===== src/rtl/usr_pkg.sv =====
`default_nettype none
// +------------------------------------------------------------------+
// | usr_pkg : operation codes, FSM state type and burst-op classifier |
// | Optional feature macro: USR_ROTATE_EN.       Revision: 1.0        |
// +------------------------------------------------------------------+
package usr_pkg;

  localparam logic [2:0] OP_HOLD = 3'b000;
  localparam logic [2:0] OP_SHR  = 3'b001;
  localparam logic [2:0] OP_SHL  = 3'b010;
  localparam logic [2:0] OP_LOAD = 3'b011;
  localparam logic [2:0] OP_ROTR = 3'b100;
  localparam logic [2:0] OP_ROTL = 3'b101;
  localparam logic [2:0] OP_ASHR = 3'b110;

  typedef enum logic [1:0] {
    ST_IDLE = 2'd0,
    ST_RUN  = 2'd1,
    ST_DONE = 2'd2
  } state_t;

  // True for codes that move bits; only these may start a real burst.
  function automatic logic is_burst_op(input logic [2:0] op);
    logic r;
    case (op)
      OP_SHR, OP_SHL, OP_ASHR: r = 1'b1;
`ifdef USR_ROTATE_EN
      OP_ROTR, OP_ROTL:        r = 1'b1;
`else
      OP_ROTR, OP_ROTL:        r = 1'b0;
`endif
      default:                 r = 1'b0;
    endcase
    return r;
  endfunction

endpackage
`default_nettype wire


===== src/rtl/usr_burst_ctrl.sv =====
`default_nettype none
// +------------------------------------------------------------------+
// | usr_burst_ctrl : IDLE/RUN/DONE sequencer, latched op, down-count  |
// | Optional feature macro: USR_ROTATE_EN.       Revision: 1.0        |
// +------------------------------------------------------------------+
module usr_burst_ctrl
  import usr_pkg::*;
#(
  parameter int CNT_W = 4
) (
  input  logic             clk,
  input  logic             rst,
  input  logic             en,
  input  logic             start,
  input  logic [2:0]       sel,
  input  logic             sin_r,
  input  logic             sin_l,
  input  logic [CNT_W-1:0] cnt,
  output logic             apply,
  output logic [2:0]       op,
  output logic             op_sin_r,
  output logic             op_sin_l,
  output logic             busy,
  output logic             done
);

  state_t           r_state;
  state_t           w_state_nxt;
  logic [CNT_W-1:0] r_remain;
  logic [2:0]       r_op;
  logic             r_sin_r;
  logic             r_sin_l;
  logic             r_busy;
  logic             r_done;

  always_comb begin
    w_state_nxt = r_state;
    apply       = 1'b0;
    op          = sel;
    op_sin_r    = sin_r;
    op_sin_l    = sin_l;
    case (r_state)
      ST_IDLE: begin
        if (start) begin
          if ((cnt != '0) && is_burst_op(sel)) w_state_nxt = ST_RUN;
          else                                 w_state_nxt = ST_DONE;
        end else if (en) begin
          apply = 1'b1;
        end
      end
      ST_RUN: begin
        apply    = 1'b1;
        op       = r_op;
        op_sin_r = r_sin_r;
        op_sin_l = r_sin_l;
        // Leave on the op that consumes the last count so it never wraps.
        if (r_remain == CNT_W'(1)) w_state_nxt = ST_DONE;
      end
      ST_DONE: w_state_nxt = ST_IDLE;
      default: w_state_nxt = ST_IDLE;
    endcase
  end

  always_ff @(posedge clk or negedge rst) begin
    if (!rst) begin
      r_state  <= ST_IDLE;
      r_remain <= '0;
      r_op     <= OP_HOLD;
      r_sin_r  <= 1'b0;
      r_sin_l  <= 1'b0;
      r_busy   <= 1'b0;
      r_done   <= 1'b0;
    end else begin
      r_state <= w_state_nxt;
      r_busy  <= (w_state_nxt == ST_RUN);
      r_done  <= (w_state_nxt == ST_DONE);
      if ((r_state == ST_IDLE) && start) begin
        r_op     <= sel;
        r_sin_r  <= sin_r;
        r_sin_l  <= sin_l;
        r_remain <= cnt;
      end else if (r_state == ST_RUN) begin
        r_remain <= r_remain - CNT_W'(1);
      end
    end
  end

  assign busy = r_busy;
  assign done = r_done;

endmodule
`default_nettype wire


===== src/rtl/usr_param.sv =====
`default_nettype none
// +------------------------------------------------------------------+
// | usr_param : universal shift register with single ops and bursts   |
// | Optional feature macro: USR_ROTATE_EN.       Revision: 1.0        |
// +------------------------------------------------------------------+
module usr_param
  import usr_pkg::*;
#(
  parameter int WIDTH = 4,
  parameter int CNT_W = 4
) (
  input  logic             clk,
  input  logic             rst,
  input  logic             en,
  input  logic [2:0]       sel,
  input  logic [WIDTH-1:0] in,
  input  logic             sin_r,
  input  logic             sin_l,
  input  logic             start,
  input  logic [CNT_W-1:0] cnt,
  output logic [WIDTH-1:0] y,
  output logic             busy,
  output logic             done
);

  logic [WIDTH-1:0] r_y;
  logic [WIDTH-1:0] w_y_nxt;
  logic             w_apply;
  logic [2:0]       w_op;
  logic             w_sin_r;
  logic             w_sin_l;

  usr_burst_ctrl #(
    .CNT_W (CNT_W)
  ) u_ctrl (
    .clk      (clk),
    .rst      (rst),
    .en       (en),
    .start    (start),
    .sel      (sel),
    .sin_r    (sin_r),
    .sin_l    (sin_l),
    .cnt      (cnt),
    .apply    (w_apply),
    .op       (w_op),
    .op_sin_r (w_sin_r),
    .op_sin_l (w_sin_l),
    .busy     (busy),
    .done     (done)
  );

  always_comb begin
    w_y_nxt = r_y;
    case (w_op)
      OP_HOLD: w_y_nxt = r_y;
      OP_SHR:  w_y_nxt = {w_sin_r, r_y[WIDTH-1:1]};
      OP_SHL:  w_y_nxt = {r_y[WIDTH-2:0], w_sin_l};
      OP_LOAD: w_y_nxt = in;
`ifdef USR_ROTATE_EN
      OP_ROTR: w_y_nxt = {r_y[0], r_y[WIDTH-1:1]};
      OP_ROTL: w_y_nxt = {r_y[WIDTH-2:0], r_y[WIDTH-1]};
`endif
      OP_ASHR: w_y_nxt = {r_y[WIDTH-1], r_y[WIDTH-1:1]};
      default: w_y_nxt = r_y;
    endcase
  end

  always_ff @(posedge clk or negedge rst) begin
    if (!rst)         r_y <= '0;
    else if (w_apply) r_y <= w_y_nxt;
  end

  assign y = r_y;

endmodule
`default_nettype wire


===== config.mk =====
export PLATFORM = sky130hd
export DESIGN_NAME = usr_param
export DESIGN_NICKNAME = d
export VERILOG_FILES = /design/src/rtl/usr_pkg.sv /design/src/rtl/usr_burst_ctrl.sv /design/src/rtl/usr_param.sv
export SDC_FILE = /design/constraint.sdc
export NUM_CORES = 1
export LEC_CHECK = 0
export ABC_AREA = 1
export CAP_MARGIN = 40
export CORE_MARGIN = 2
export CORE_UTILIZATION = 50
export CTS_CLUSTER_DIAMETER = 100
export CTS_CLUSTER_SIZE = 16
export DETAILED_ROUTE_END_ITERATION = 10
export GPL_ROUTABILITY_DRIVEN = 0
export PLACE_DENSITY_LB_ADDON = 0.12
export SYNTH_ARGS = -nofsm -noshare
export SYNTH_HDL_FRONTEND = slang
export SYNTH_SLANG_ARGS = --single-unit
export TNS_END_PERCENT = 100

===== constraint.sdc =====
create_clock -name clk -period 1.6 [get_ports clk]
set_input_delay 0.32 -clock clk [delete_from_list [all_inputs] [get_ports clk]]
set_output_delay 0.32 -clock clk [all_outputs]
set_load 0.1 [all_outputs]

After elaboration in Yosys (flattened, before gate mapping)
Index checks and enable logic that the tools add are counted.
{"block": "op_classes", "bitwise_logic": 1, "mux": 16, "n_addsub": 1, "reduce_logical": 10, "n_eq_ne": 11}
{"cell": "$pmux W4 S4", "count": 1}
{"cell": "$eq A3 B2 Y1 const B", "count": 3}
{"cell": "$mux W4", "count": 2}
{"cell": "$reduce_bool A4 Y1", "count": 2}
{"cell": "$mux W1", "count": 7}
{"cell": "$eq A3 B1 Y1 const B", "count": 2}
{"cell": "$eq A3 B3 Y1 const B", "count": 2}
{"cell": "$mux W2", "count": 3}
{"cell": "$eq A2 B1 Y1 const B", "count": 2}
{"cell": "$eq A4 B1 Y1 const B", "count": 1}
{"cell": "$pmux W2 S2", "count": 1}
{"cell": "$sub A4 B1 Y4 const B", "count": 1}
{"cell": "$mux W3", "count": 1}
{"cell": "$reduce_and A3 Y1", "count": 1}
{"cell": "$reduce_bool A3 Y1", "count": 1}
{"cell": "$reduce_or A3 Y1", "count": 1}
{"cell": "$eq A2 B2 Y1 const B", "count": 1}
{"cell": "$logic_and A1 B1 Y1", "count": 2}
{"cell": "$logic_not A2 Y1", "count": 1}
{"cell": "$pmux W1 S2", "count": 1}
{"cell": "$reduce_and A2 Y1", "count": 1}
{"cell": "$reduce_bool A2 Y1", "count": 1}
{"cell": "$not A1 Y1", "count": 1}
{"block": "totals", "word_cells": 48, "inputBits": 17, "regBits": 17}

Logic depth before layout (Yosys ltp)
Gate-level depths: netlist (run 1).
{"block": "depth", "word_depth": 10, "depth_mapped": 10, "depth_no_buf": 10}

By module
From an unflattened synthesis (run 1), not the netlist that was laid out.
{"block": "unflattened", "hier_cells": 142, "hier_area_um2": 1081.0}
{"module": "usr_burst_ctrl", "area_each_um2": 750.7, "instances": 1, "cells_per_inst": 95}
{"module": "usr_param", "area_each_um2": 330.3, "instances": 1, "cells_per_inst": 47}

Worst setup path after synthesis (run 1)
OpenSTA, ideal clock, no wires.
{"block": "synth_path", "kind": "reg2reg", "startpoint": "register r_y[2] (netlist: y[2])", "endpoint": "register r_y[3] (netlist: y[3])", "path_stages_with_launch": 5, "setup_slack_ps": 242, "synth_period_minus_slack_ps": 1358, "t_required_ps": 1530, "t_arrival_ps": 1288, "path_cell_list": "dfrtp_1 -> nand4_1 -> nand3_1 -> nand2_1 -> nand2_1"}
{"block": "synth_between", "elab_chain_len": 1}
{"item": "start, declared", "line": "usr_param.sv:26", "source": "logic [WIDTH-1:0] r_y;"}
{"item": "start signal, assigned", "line": "usr_param.sv:70", "source": "else if (w_apply) r_y <= w_y_nxt;"}
{"item": "$pmux W4 S4", "line": "usr_param.sv:54", "source": "case (w_op)"}
Every way passes these cells.
A chain may end at the register's enable or synchronous reset.

Worst setup path after layout (run 1)
{"block": "layout_path", "startpoint": "register u_ctrl.r_state[1]", "endpoint": "register r_y[1] (netlist: y[1])"}
{"block": "layout_between", "elab_chain_len": 5, "elab_cells_between_ends": 11, "classes_between": "eq/ne: 5; mux: 3; reduce/logical: 3"}
{"item": "start, declared", "line": "usr_burst_ctrl.sv:27", "source": "state_t r_state;"}
{"item": "start signal, assigned", "line": "usr_burst_ctrl.sv:74", "source": "r_state <= w_state_nxt;"}
{"item": "$eq A2 B1 Y1", "line": "usr_burst_ctrl.sv:42", "source": "case (r_state)"}
{"item": "$mux W3", "line": "usr_burst_ctrl.sv:42"}
{"item": "$eq A3 B3 Y1 (tied with other cells)", "line": "usr_param.sv:54"}
{"item": "$reduce_bool A4 Y1 (no line)"}
{"item": "$reduce_and A2 Y1 (no line)"}
Several ways; a longest one is shown, not always the timed one.

==> results of run 1 <==
[critical path: stages (launching register included)]
cell and delay (ps):
dfrtp_1 430, inv_2 140, nand2_4 100, nand2_1 80, nand2_2 70, nand2_1 80, nand2_1 100, nor2_2 160
nand2_1 80, nor2_1 90, nor2_1 40
[cells in the mapped netlist, drive strengths merged]
| library cell | instances |
|---|---|
| nor2 | 16 |
| nand3b | 1 |
| nand2 | 51 |
| ha | 2 |
| o21ai | 7 |
| nor3 | 1 |
| a22oi | 1 |
| o221ai | 1 |
| buf | 4 |
| nand4 | 5 |
| a21oi | 2 |
| dfrtp | 17 |
| inv | 22 |
| nand3 | 12 |
| xor2 | 2 |
| o32ai | 2 |
| o211ai | 2 |
[kinds of logic (layout without fill, tap and decap cells)]
logic type	Yosys count	in the layout	synth area share, %
AO/OA/AOI/OAI	15	15	8.681
XOR/XNOR	2	2	1.621
adder cells (fa/ha/maj)	2	2	2.314
buffers and inverters	26	61	10.53
flip-flops	17	17	39.35
AND/OR/NAND/NOR	86	86	37.50
[metal layers]
metal	part of all wire, %	global-route usage, %	wire length [um]	up-vias
li1	-	-	-	546
met1	47	29.09	1118	476
met2	48	34.65	1134	21
met3	3.6	2.679	86	4
met4	1.2	6.306	29	0
met5	0	0	0	-
[timing repair]
action | in CTS | in global routing
endpoints found under the setup margin | 0 | 3
resized for setup | 0 | 2
hold buffers | 0 | 0
setup buffers | 0 | 2
[sequential cells by signal, summed over array words and instances, names as in the netlist]
register	cells
u_ctrl.r_op	3
y	4
u_ctrl.done	1
u_ctrl.r_state	2
u_ctrl.r_remain	4
u_ctrl.busy	1
u_ctrl.r_sin_r	1
u_ctrl.r_sin_l	1
[where the power goes]
part / total [mW] / switching, mW / internal [mW]
clock: 0.233 / 0.136 / 0.0966
combinational: 1.12 / 0.698 / 0.421
sequential: 0.675 / 0.128 / 0.547
[cell type report]
| type | instances | area (um2) |
|---|---|---|
| fillers | 163 | 510.5 |
| inverters | 22 | 82.58 |
| well taps | 27 | 33.78 |
| multi-input cells | 105 | 544.3 |
| clock buffers | 4 | 26.28 |
| flip-flops and latches | 17 | 426.7 |
| repair buffers | 35 | 377.9 |
[layout by cell type, fill, tap and decap left out, types with 3 or more instances in the layout]
cell type and count:
nor2_1 13, inv_1 21, nand3_1 12, clkbuf_4 3, nand4_1 5, nand2_1 43, buf_4 13, dfrtp_1 16
clkdlybuf4s50_1 16, nand2_2 4, nand2_4 4, o21ai_0 7, buf_12 6
[worst min-delay path by stage]
stage                   startpoint        endpoint  slack [ps]  cells after the start
floorplan                      rst     u_ctrl.busy          20                      0
global placement    u_ctrl.r_sin_l  u_ctrl.r_sin_l         470                      2
detailed placement  u_ctrl.r_sin_l  u_ctrl.r_sin_l         480                      2
CTS                            rst  u_ctrl.r_op[0]         360                      2
global route                   rst  u_ctrl.r_op[2]         350                      2
finish                         rst  u_ctrl.r_op[1]         360                      2
==> metrics, run 1 <==
core area=around 2000 um2; wire per inst=around 11 um; setup violators final=0; worst-case reg-to-reg path depth=10; initial antenna violation count=0; final setup TNS=0 ps; layout cells sized above 1=a little under a fifth; final max-slew violation count=0; CP endpoint=y[1]; WP data arrival=roughly 1700 ps; pwr dens=1359 nW/um2; worst IR drop on VDD=0.001092 V; Pleak=about 0.77 nW; largest net degree at the start of global routing=18; Power, Total=~2.0 mW; Synth cell types=24; placed cells=slightly above 200; Reg clk slew, reported paths=about 100 ps; largest area contributor in the netlist=dfrtp_1; Synth area leaders=dfrtp_1 (39%), nand2_1 (15%), inv_1 (7.3%); reg-to-reg startpoint=u_ctrl.r_state[1]; DR DRC count=0; Critical Path Sink Type=flip-flop; clock skew=~0.87 ps; CP Max Fanout=6; design area=around 1500 um2; final non-filler cell total=210; vias=around 1.0k; NumNets Final=203; WHS=~360 ps; Synthesized Nets=roughly 170; TritonCTS clock tree=done; die width=around 51 um; Startpoint Class=flip-flop; Starting Density=a little over half; H-tree depth=1; Hold Crit Class=input port to async pin; final number of hold-violating endpoints=0; total clock sinks=17; DPL Wire Length=1.840 mm; number of synthesized register bits=17; R2R setup slack=about 130 ps; n_diodes=0; Worst R2R End=y[1]; routed wire length=about 2.4 mm; final worst slack=approximately 130 ps; Setup crit start=u_ctrl.r_state[1]; total grt overflow=0; CTS Root Cell=clkbuf_4; Post-DRT Antenna Nets=0; Max Buffers Root-to-Sink=2; Ports=23; sequential cell area fraction in the yosys report=39.35%; Num CTS Buffers=3; DP Area=between 1000 and 1500 um2; Max Clk Rate=0.6813 GHz; Max-cap violations=0; clock latency on the worst-skew pair=280 ps; Slew @ Worst Pin=about 260 ps; Via density=4.986; first-pass GRT wire length=approximately 4.2 mm; post-layout util=74.50%; Crit Path Category=flip-flop to flip-flop; GRT Total Usage=about a fifth; Yosys Warn Count=0; input/output buffers=22; DR iter-0 viols=22; Site Rows=16; synthesized area per cell=7.304 um2; status=completed; vias in the first global route=1,009; dpl ws=-106.4 ps; DR pass1 iterations=4; Die ar.=between 2000 and 3000 um2; Syn Inst Count=approximately 150; top-area cell type share of the netlist area=39.35%; cell area after synthesis=approximately 1100 um2; Final min period=around 1500 ps; critical path required time=~1800 ps; Area Overhead vs Synth=37.96%; Die H=a little over 50 um; Slew HR=82.56%; Final period util=about nine tenths
No activity file was read; power rests on OpenSTA's default activity.
==> run 2: changes to the inputs <==
--- a/config.mk
+++ b/config.mk
@@ -7,11 +7,14 @@
 export LEC_CHECK = 0
 export ABC_AREA = 1
 export CAP_MARGIN = 40
+export CELL_PAD_IN_SITES_DETAIL_PLACEMENT = 1
+export CELL_PAD_IN_SITES_GLOBAL_PLACEMENT = 2
 export CORE_MARGIN = 2
-export CORE_UTILIZATION = 50
+export CORE_UTILIZATION = 34
 export CTS_CLUSTER_DIAMETER = 100
 export CTS_CLUSTER_SIZE = 16
 export DETAILED_ROUTE_END_ITERATION = 10
+export DONT_BUFFER_PORTS = 1
 export GPL_ROUTABILITY_DRIVEN = 0
 export PLACE_DENSITY_LB_ADDON = 0.12
 export SYNTH_ARGS = -nofsm -noshare
==> metrics, run 2 (synthesis gave the netlist of run 1 again) <==
status=completed; Power, Total=1.810 mW (-11%); clock network fraction of total power=12.9% (+1.4 points); Ports=23 (unchanged); setup violators final=0 (unchanged); WP data arrival=1660 ps (about the same); Die ar.=3646 um2 (+43%); H-tree depth=1 (unchanged); final worst slack=129.5 ps (-2.665 ps); largest net degree at the start of global routing=18 (unchanged); final setup TNS=0 ps (unchanged); area of the multi-input gates=544.3 um2 (unchanged); Max-cap violations=0 (unchanged); critical path required time=1790 ps (about the same); total clock sinks=17 (unchanged); Num CTS Buffers=3 (unchanged); Slew HR=46.71% (-36 points); Sw Ratio=51.43% (+3.9 points); commonest non-fill, non-tap cell in the layout=nand2_1; Max Buffers Root-to-Sink=2 (unchanged); Startpoint Class=flip-flop; initial antenna violation count=0 (unchanged); layout cells sized above 1=16.98% (-2.1 points); clock latency on the worst-skew pair=290 ps (about the same); DP Area=1172 um2 (-19%); Crit Path Category=flip-flop to flip-flop; DR pass1 iterations=4 (unchanged); Starting Density=35.70% (-18 points); Area Overhead vs Synth=13.19%; Fill cells=387 (+140%); P_sw=0.9307 mW (-3.3%); design area=1224 um2 (-18%); CP Max Fanout=7 (+1); Final period util=91.91% (+0.17 points); R2R setup slack=130 ps (about the same); vias in the first global route=1,035 (+2.6%); Post-DRT Antenna Nets=0 (unchanged); Pleak=0.6427 nW (-17%); TritonCTS clock tree=done; Pint=0.8789 mW (-17%); Reg power frac=34.9% (+1.6 points); Via density=4.773 (-4.3%); routed wire length=2.818 mm (+19%); Hold Crit Class=input port to flip-flop; n_diodes=0 (unchanged); total grt overflow=0 (unchanged); DPL Wire Length=2.231 mm (+21%); CTS Root Cell=clkbuf_4; register area=427.9 um2 (+0.29%); first-pass GRT wire length=4.733 mm (+13%); DR iter-0 viols=31 (+41%); Critical Path Sink Type=flip-flop; dpl ws=98.23 ps (+204.6 ps); commonest cells after routing, fill and taps aside=nand2_1 (42), inv_1 (21), dfrtp_1 (15); Die H=60.39 um (+20%); wire per inst=13.88 um (+23%); pwr dens=1479 nW/um2 (+8.8%); Site Rows=20 (+4); vias=969 (-7.4%); clock skew=10.45 ps (+9.577 ps); Slew @ Worst Pin=796.8 ps (+536.0 ps); Final min period=1470 ps (+2.665 ps); Max Clk Rate=0.6800 GHz (-0.18%); Reg clk slew, reported paths=100 ps (about the same); final max-slew violation count=0 (unchanged); core area=3028 um2 (+51%); NumNets Final=179 (-12%); worst IR drop on VDD=0.0006432 V (-41%); die width=60.39 um (+20%); DR DRC count=0 (unchanged); input/output buffers=0 (-100%); final number of hold-violating endpoints=0 (unchanged); Gate power share=52.2% (-3.0 points); post-layout util=40.41% (-34 points); GRT Total Usage=17.27% (-3.8 points)
==> run 2: stage by stage <==
stage | std cells | hold WS (ps)
2_1_floorplan | 148 | 24.41
3_3_place_gp | 197 | 24.85
3_5_place_dp | 197 | 24.79
4_1_cts | 202 | 122.4
5_1_grt | 203 | 131.3
6_report | 203 | 139.9
==> run 2: final cells by class <==
type | instances | area share (%)
Clock buffer | 4 | 2.147
Timing Repair Buffer | 11 | 6.953
Tap cell | 44 | 4.499
Multi-Input combinational cell | 105 | 44.48
Inverter | 22 | 6.953
Sequential cell | 17 | 34.97
==> run 2: timing repair <==
item | 4_1_cts | 5_1_grt
setup endpoints to repair | 0 | 4
hold endpoints to repair | 17 | 0
hold buffers | 1 | 0
resized for setup | 0 | 4
setup buffers | 0 | 1
==> run 2: layer usage <==
layer  wire, um  vias to the layer above  track usage, %
li1           -                      491               -
met1       1306                      460           22.65
met2       1392                       16           29.19
met3        106                        2           4.478
met4         13                        0           2.857
met5          0                        -               0
==> run 2: final timing paths <==
path / startpoint / endpoint / depth (start not counted)
max in group asynchronous: rst / u_ctrl.r_state[0] / 1
min in group asynchronous: rst / u_ctrl.done / 1
setup / recovery: u_ctrl.r_state[1] / y[1] / 10
hold / removal: sin_l / u_ctrl.r_sin_l / 2
hold reg to reg: u_ctrl.r_sin_l / u_ctrl.r_sin_l / 2
setup reg to reg: u_ctrl.r_state[1] / y[1] / 10
==> run 2: critical path: stages (launching register included) <==
cell	delay, ps
dfrtp_2	450
inv_4	100
nand2_4	90
nand2_1	90
nand2_2	80
nand2_1	100
nand2_2	80
nor2_2	150
nand2_1	70
nor2_1	110
nor2_1	50
==> run 2: power by group through the flow <==
stage	sequential (mW)	clock, mW	combinational [mW]
6_report	0.631	0.233	0.945
5_1_grt	0.649	0.267	1.03
4_1_cts	0.633	0.251	0.944
3_5_place_dp	0.642	0	0.930
3_3_place_gp	0.634	0	0.916
2_1_floorplan	1.02	0	0.351
==> run 3: changes to the inputs <==
--- a/config.mk
+++ b/config.mk
@@ -6,13 +6,14 @@
 export NUM_CORES = 1
 export LEC_CHECK = 0
 export ABC_AREA = 1
+export ABC_CLOCK_PERIOD_IN_PS = 1600
 export CAP_MARGIN = 40
 export CELL_PAD_IN_SITES_DETAIL_PLACEMENT = 1
 export CELL_PAD_IN_SITES_GLOBAL_PLACEMENT = 2
+export CORE_ASPECT_RATIO = 1.75
 export CORE_MARGIN = 2
 export CORE_UTILIZATION = 34
 export CTS_CLUSTER_DIAMETER = 100
-export CTS_CLUSTER_SIZE = 16
 export DETAILED_ROUTE_END_ITERATION = 10
 export DONT_BUFFER_PORTS = 1
 export GPL_ROUTABILITY_DRIVEN = 0
==> metrics, run 3 (synthesis gave the netlist of run 1 again) <==
Buffers & Inverters on Critical Path=1 (unchanged); commonest non-fill, non-tap cell in the layout=nand2_1; Max Buffers Root-to-Sink=2 (unchanged); final max-slew violation count=0 (unchanged); GRT Total Usage=17.67% (+0.40 points); Die H=78.59 um (+30%); CP Max Fanout=7 (unchanged); H-tree depth=1 (unchanged); setup violators final=0 (unchanged); critical path required time=1750 ps (-40 ps); first-pass GRT wire length=4.636 mm (-2.0%); worst IR drop on VDD=0.0006151 V (-4.4%); Hold Crit Class=input port to flip-flop; total grt overflow=0 (unchanged); final number of hold-violating endpoints=0 (unchanged); DR DRC count=0 (unchanged); Pleak=0.6576 nW (+2.3%); Reg clk slew, reported paths=70 ps (-30 ps); Starting Density=34.78% (-0.92 points); DPL Wire Length=2.367 mm (+6.1%); layout cells sized above 1=18.75% (+1.8 points); DR iter-0 viols=9 (-71%); Area Overhead vs Synth=15.74%; wire per inst=14.00 um (+0.85%); NumNets Final=180 (+0.56%); vias in the first global route=1,065 (+2.9%); final worst slack=123.2 ps (-6.296 ps); most frequent CP cell=nand2_1; total clock sinks=17 (unchanged); CTS Root Cell=clkbuf_8; Site Rows=27 (+35%); clock latency on the worst-skew pair=260 ps (-30 ps); TritonCTS clock tree=done; Final min period=1477 ps (+6.296 ps); n_diodes=0 (unchanged); pwr dens=1524 nW/um2 (+3.1%); Fill cells=421 (+8.8%); Worst path max stage delay=410 ps (-40 ps); Post-DRT Antenna Nets=0 (unchanged); status=completed; unrepaired setup endpoints after global routing=no; commonest cells after routing, fill and taps aside=nand2_1 (41), inv_1 (21), dfrtp_1 (16); largest net degree at the start of global routing=18 (unchanged); Crit Path Category=flip-flop to flip-flop; dpl ws=68.19 ps (-30.04 ps); Die ar.=3664 um2 (+0.49%); initial antenna violation count=0 (unchanged); DR pass1 iterations=4 (unchanged); Slew @ Worst Pin=799.5 ps (+2.706 ps); Slew HR=46.52% (-0.18 points); input/output buffers=0 (unchanged); Max Clk Rate=0.6771 GHz (-0.43%); core area=3108 um2 (+2.6%); final setup TNS=0 ps (unchanged); routed wire length=2.842 mm (+0.85%); critical path, cell by cell=inv_2 > nand2_4 > nand2_1 > nand2_2 > nand2_1 > nand2_2 > nor2_2 > nand2_1 > nor2_1 > nor2_1; CP top delay family=simple AND/OR/NAND/NOR gates; Ports=23 (unchanged); R2R setup slack=120 ps (about the same); die width=46.63 um (-23%); Critical Path Sink Type=flip-flop; Final period util=92.30% (+0.39 points); Via density=4.980 (+4.3%); Startpoint Class=flip-flop; Max-cap violations=0 (unchanged); Num CTS Buffers=3 (unchanged); clock skew=2.672 ps (-7.774 ps); Crit-path slowest cell=dfrtp_1; WP data arrival=1630 ps (-30 ps); vias=1,011 (+4.3%)
run 3: changes by cell type in the layout (fill, tap and decap cells not counted), sizes merged:
cell,delta
clkbuf,-1
clkinv,+1
buf,+1
run 3: final timing paths:
| check | from | end | cells past startpoint |
|---|---|---|---|
| max | u_ctrl.r_state[1] | y[1] | 10 |
| min | sin_r | u_ctrl.r_sin_r | 2 |
| max reg2reg | u_ctrl.r_state[1] | y[1] | 10 |
| min reg2reg | u_ctrl.r_op[2] | u_ctrl.r_op[2] | 2 |
| max in group asynchronous | rst | u_ctrl.r_state[0] | 1 |
| min in group asynchronous | rst | y[0] | 1 |
run 3: what timing repair did:
item,in CTS,in global routing
endpoints found under the setup margin,0,4
setup buffers,0,1
gates resized for setup,0,4
hold buffers,1,0
endpoints found under the hold margin,17,0
run 3: cell type report:
| class | count | area (um2) | share of cell area [%] |
|---|---|---|---|
| Inverter | 22 | 82.58 | 6.600 |
| Clock buffer | 3 | 41.29 | 3.300 |
| Tap cell | 43 | 53.80 | 4.300 |
| Sequential cell | 17 | 426.7 | 34.10 |
| Multi-Input combinational cell | 105 | 549.3 | 43.90 |
| Timing Repair Buffer | 12 | 92.59 | 7.400 |
| Clock inverter | 1 | 5.005 | 0.4000 |
run 3: where the power goes:
| group | internal (mW) | total [mW] | leakage [nW] | switching [mW] |
|---|---|---|---|---|
| Combinational | 0.237 | 0.933 | 0.426 | 0.696 |
| Sequential | 0.548 | 0.641 | 0.206 | 0.0931 |
| Clock | 0.173 | 0.333 | 0.0255 | 0.159 |
| Total | 0.959 | 1.91 | 0.658 | 0.948 |
run 3: through the flow:
stage	hold slack [ps]	total power, mW	util (%)	std cells	instance area, um2
floorplan	24.41	1.367	-	148	1081
global placement	24.88	1.559	37.92	197	1179
detailed placement	25.01	1.571	37.92	197	1179
CTS	182.8	1.917	39.73	202	1235
global route	179.4	2.030	40.26	203	1251
finish	180.0	1.907	40.26	203	1251
run 3: routing by layer:
metal / vias to the layer above / GRT usage [%] / wire, um
li1: 494 / - / -
met1: 495 / 16.71 / 984
met2: 17 / 35.00 / 1702
met3: 5 / 2.989 / 113
met4: 0 / 5.278 / 42
met5: - / 0 / 0
